**src/rtl/serializer_pkg.sv**
```systemverilog
// Shared types and helpers for the bit serializer and its hold buffer.
package serializer_pkg;

  typedef enum logic {
    IDLE  = 1'b0,
    SHIFT = 1'b1
  } ser_state_e;

  localparam int   DEF_WIDTH    = 8;
  localparam logic DEF_IDLE_BIT = 1'b0;

  // Bits needed to count 0..v-1; never less than one bit.
  function automatic int clog2(input int v);
    int r;
    r = 0;
    for (int i = 0; i < 31; i++) begin
      if ((1 << i) < v) r = i + 1;
    end
    return (r < 1) ? 1 : r;
  endfunction

endpackage

```
**src/rtl/ser_hold_reg.sv**
```systemverilog
// One-entry word buffer that parks a word accepted while the shifter is busy.
module ser_hold_reg
  import serializer_pkg::*;
#(
  parameter int WIDTH = DEF_WIDTH
) (
  input  logic             clk,
  input  logic             rst,
  input  logic             load_i,
  input  logic             unload_i,
  input  logic [WIDTH-1:0] data_i,
  output logic [WIDTH-1:0] data_o,
  output logic             full_o
);

  logic             full_q;
  logic             full_d;
  logic [WIDTH-1:0] data_q;

  // Occupancy: unload empties the slot, load fills it (load wins if both).
  always_comb begin
    full_d = full_q;
    if (unload_i) full_d = 1'b0;
    if (load_i)   full_d = 1'b1;
  end

  // Occupancy flag; cleared by reset so any parked word is discarded.
  always_ff @(posedge clk or posedge rst) begin
    if (rst) full_q <= 1'b0;
    else     full_q <= full_d;
  end

  // Word storage; contents are meaningless while the slot is empty.
  always_ff @(posedge clk) begin
    if (load_i) data_q <= data_i;
  end

  assign data_o = data_q;
  assign full_o = full_q;

endmodule

```
**src/rtl/bit_serializer.sv**
```systemverilog
// Parallel-to-serial converter with a valid/ready input and a one-word hold
// buffer so consecutive words stream out with no idle bit between them.
module bit_serializer
  import serializer_pkg::*;
#(
  parameter int   WIDTH     = DEF_WIDTH,
  parameter bit   MSB_FIRST = 1'b1,
  parameter logic IDLE_BIT  = DEF_IDLE_BIT
) (
  input  logic             clk,
  input  logic             reset,
  input  logic [WIDTH-1:0] din,
  input  logic             din_valid,
  output logic             din_ready,
  output logic             sout,
  output logic             sout_valid,
  output logic             sout_last,
  output logic             busy
);

  localparam int            CW       = clog2(WIDTH);
  localparam logic [CW-1:0] LAST_CNT = CW'(WIDTH - 1);

  ser_state_e       state_q, state_d;
  logic [CW-1:0]    cnt_q, cnt_d;
  logic [WIDTH-1:0] shreg_q, shreg_d;
  logic             sout_q, sout_d;

  logic             accept;
  logic             hold_load;
  logic             hold_unload;
  logic             hold_full;
  logic [WIDTH-1:0] hold_data;

  // Advance the shifter by one bit in the configured direction.
  function automatic logic [WIDTH-1:0] shift_once(input logic [WIDTH-1:0] v);
    if (MSB_FIRST) return {v[WIDTH-2:0], 1'b0};
    else           return {1'b0, v[WIDTH-1:1]};
  endfunction

  // The bit the shifter currently presents.
  function automatic logic head_bit(input logic [WIDTH-1:0] v);
    if (MSB_FIRST) return v[WIDTH-1];
    else           return v[0];
  endfunction

  // Ready depends only on the hold slot, never on din_valid.
  assign din_ready = ~hold_full;
  assign accept    = din_valid & din_ready;

  ser_hold_reg #(
    .WIDTH(WIDTH)
  ) u_hold (
    .clk      (clk),
    .rst      (reset),
    .load_i   (hold_load),
    .unload_i (hold_unload),
    .data_i   (din),
    .data_o   (hold_data),
    .full_o   (hold_full)
  );

  // Shifter FSM: load on accept, shift WIDTH bits, then chain the next word
  // (held word first, else a word arriving on the same edge) or go idle.
  always_comb begin
    state_d     = state_q;
    cnt_d       = cnt_q;
    shreg_d     = shreg_q;
    hold_load   = 1'b0;
    hold_unload = 1'b0;
    unique case (state_q)
      IDLE: begin
        if (accept) begin
          shreg_d = din;
          cnt_d   = '0;
          state_d = SHIFT;
        end
      end
      SHIFT: begin
        if (cnt_q == LAST_CNT) begin
          cnt_d = '0;
          if (hold_full) begin
            shreg_d     = hold_data;
            hold_unload = 1'b1;
          end else if (accept) begin
            shreg_d = din;
          end else begin
            state_d = IDLE;
          end
        end else begin
          shreg_d   = shift_once(shreg_q);
          cnt_d     = cnt_q + CW'(1);
          hold_load = accept;
        end
      end
      default: state_d = IDLE;
    endcase
    sout_d = (state_d == SHIFT) ? head_bit(shreg_d) : IDLE_BIT;
  end

  // Control state and the registered serial bit; reset abandons any word.
  always_ff @(posedge clk or posedge reset) begin
    if (reset) begin
      state_q <= IDLE;
      cnt_q   <= '0;
      sout_q  <= IDLE_BIT;
    end else begin
      state_q <= state_d;
      cnt_q   <= cnt_d;
      sout_q  <= sout_d;
    end
  end

  // Shift data; only observable while in SHIFT, so it carries no reset.
  always_ff @(posedge clk) begin
    shreg_q <= shreg_d;
  end

  assign sout       = sout_q;
  assign sout_valid = (state_q == SHIFT);
  assign sout_last  = (state_q == SHIFT) && (cnt_q == LAST_CNT);
  assign busy       = sout_valid | hold_full;

endmodule

```
**config.mk**
```make
export PLATFORM = sky130hd
export DESIGN_NAME = bit_serializer
export DESIGN_NICKNAME = d
export VERILOG_FILES = /design/src/rtl/serializer_pkg.sv /design/src/rtl/ser_hold_reg.sv /design/src/rtl/bit_serializer.sv
export SDC_FILE = /design/constraint.sdc
export NUM_CORES = 1
export LEC_CHECK = 0
export ABC_AREA = 0
export CAP_MARGIN = 20
export CORE_AREA = 2 2 51 53
export DETAILED_ROUTE_END_ITERATION = 8
export DIE_AREA = 0 0 53 55
export RECOVER_POWER = 25
export SKIP_CTS_REPAIR_TIMING = 1
export SYNTH_ARGS = -nofsm -noshare
export SYNTH_HDL_FRONTEND = slang
export SYNTH_SLANG_ARGS = --single-unit
```
**constraint.sdc**
```tcl
create_clock -name clk -period 3.3 [get_ports clk]
set_input_delay 0.825 -clock clk [delete_from_list [all_inputs] [get_ports clk]]
set_output_delay 0.825 -clock clk [all_outputs]
set_load 0.05 [all_outputs]
```
==> flow_summary.ini <==
[yosys]
synth_fp_nets = 98
yosysUniqueCellTypes = 26
syn-instance-count = 84
synth_area_um2 = 966
synth_area_per_cell_um2 = 11.5
synth-seq-cells = 21
ys_warn_count = 0
yosysSeqAreaShare_pct = 54.9

[global_route]
overflow = 0
antenna_found_initial = 0
grt_pass1_vias = 686
grt_max_degree = 13
track_usage_pct = 14.8
grt_pass1_wl_um = 3020

[detailed_routing]
routed_wl_um = 1810
vias = 703
drc = 0
first_pass_iters = 4
postRouteAntennaNets = 0
vias_per_cell = 5.41
routedWlPerCell_um = 13.9
drt_iter0_markers = 13

[cts]
clk_path_buf_depth = 2
insertion_delay_ps = 300
cts_buffers = 3
clockRootBuffer = clkbuf_4
clkSinkCount = 21
clock_tree.htree_level_count = 1
cts_tree = yes
clkTransAtPathRegs_ps = 110

[sta]
final-setup-viol-count = 0
fin_skew_ps = 0.720
fin_setup_tns_ps = 0
max_freq_ghz = 0.325
rsz0062_at_grt = no
hold_viol_final = 0
drv_slew = 0
whs_ps = 461
worstMarginPinSlew_ps = 501
period_minus_slack_ps = 3080
period_share_pct = 93.3
slew-limit-headroom_pct = 66.5

[critical_path]
cp-end-kind = output port
cp_data_arrival_time_ps = 2260
path_cells = ha_1 > ha_1 > and2_1 > clkdlybuf4s50_1
critPathSlowestCell = clkdlybuf4s50_1
path_delay_family = buffers and inverters
crit_required_ps = 2470
cp-start-kind = flop
crit_top_cell = ha_1
crit_type = reg -> out
critPathMaxStageDelay_ps = 800
worstPathMaxFanout = 12
reg2reg_depth = 5
rrSetupSlack_ps = 1480
crit_buf_inv = 1
r2r_end = u_hold.data_o[4]
rr_startpoint = cnt_q[0]

[floorplan]
core-area_um2 = 2360
rows = 18
die_w_um = 53
die_area_um2 = 2920
die_h_um = 55
pin_count = 16
start_util_pct = 40.8

[min_path]
hp-class = reg -> reg
hold_path_end = sout
hold_depth = 2
hp-start = shreg_q[6]

[cells_and_area]
layout.nets = 115
final_cell_mix = 10 x clkdlybuf4s50_1, 8 x edfxtp_1, 7 x o22ai_1, 7 x dfxtp_1
drive_gt1_share_pct = 11.0
area_growth_pct = 20.5
final-seq-area_um2 = 531
diodes = 0
fillers = 227
mostFrequentLayoutCell = clkdlybuf4s50_1
multi_input_area_um2 = 382

[job]
cap_violations = 0

[place]
hpwl_um = 1320
routabilityCongestion = 0.809
io_buffer_count = 15

[pwr]
vdd_drop_max_mv = 0.464
internal_power_uw = 639
p_seq_share_pct = 41.0
p_sw_uw = 430
p_leak_uw = 0.000482
p_clk_share_pct = 11.6
sw_frac_of_total_pct = 40.3
power.density_nw_per_um2 = 919
pwr-share-comb_pct = 47.4

[run_status]
outcome = completed
-- metrics by stage --
stage | setup slack (ps) | total power, uW | instance area (um2) | std cells | utilization, %
2_1_floorplan | 1100 | 819 | 966 | 84 | -
3_3_place_gp | 575 | 952 | 1140 | 126 | 48.1
3_5_place_dp | 541 | 956 | 1140 | 126 | 48.1
4_1_cts | 191 | 1080 | 1160 | 130 | 49.2
5_1_grt | 49.5 | 1150 | 1160 | 130 | 49.2
6_report | 220 | 1070 | 1160 | 130 | 49.2
-- metal layers --
metal  global-route usage (%)  share of wire [%]  wire length [um]  vias to the layer above
li1                         -                  -                 -                      343
met1                     19.4                 48               874                      342
met2                     23.1                 46               843                       14
met5                        0                  0                 0                        -
met4                     8.97                1.9                34                        0
met3                     2.42                3.3                59                        4
-- final cells by class --
cell class,instances,area share (%)
Sequential cell,21,45.6
Multi-Input combinational cell,53,32.8
Timing Repair Buffer,18,14.8
Tap cell,30,3.23
Clock buffer,4,2.26
Inverter,4,1.29
-- cells in the mapped netlist --
cell type,count,share of area (%)
nor2b_4,1,1.4
inv_1,4,1.6
a21oi_1,1,0.52
nand3b_1,1,0.78
dfxtp_1,7,15
buf_6,1,1.2
nor2_1,1,0.39
o21ai_0,5,2.6
mux2i_1,5,5.2
and2_1,1,0.65
and2b_2,1,0.91
a21bo_2,1,1.0
nand2_1,6,2.3
nor2b_1,2,1.3
a22oi_1,6,4.7
or2_2,1,0.65
buf_2,4,2.1
a221oi_1,3,2.7
dfrtp_1,6,16
edfxtp_1,8,25
buf_4,1,0.78
a211oi_1,3,2.3
ha_1,3,3.9
nand2b_1,4,2.6
and3b_2,1,1.0
o22ai_1,7,4.5
-- power groups by stage --
stage	registers (uW)	clock network, uW	logic [uW]
2_1_floorplan	470	0	348
3_3_place_gp	444	0	507
3_5_place_dp	445	0	510
4_1_cts	439	127	513
5_1_grt	451	139	561
6_report	439	124	507
-- worst max path at each step --
stage | from | end | depth (start not counted)
global route | cnt_q[0] | sout_last | 4
CTS | cnt_q[0] | sout_last | 4
detailed placement | cnt_q[0] | sout_last | 4
global placement | cnt_q[0] | sout_last | 4
floorplan | sout_valid | sout_last | 2
finish | cnt_q[0] | sout_last | 4
-- tightest hold or removal path, stage by stage (launching register included) --
cell and delay (ps):
dfxtp_1 330, inv_1 50, a21oi_1 60
-- state kept, by name (all words and copies together), names as in the netlist --
name           cells
u_hold.full_o      1
sout               1
cnt_q              3
u_hold.data_o      8
shreg_q            7
sout_valid         1
-- cells by family (layout without fill, tap and decap cells) --
group	count (synthesis)	in the layout	share of synthesized area, %
adders and majority gates	3	3	3.89
muxes	5	5	5.18
AOI/OAI and AO/OA	26	26	18.4
and+or+nand+nor	19	19	12.0
buffers and inverters	10	26	5.57
DFF	21	21	54.9
Power figures use the tool's default switching activity.
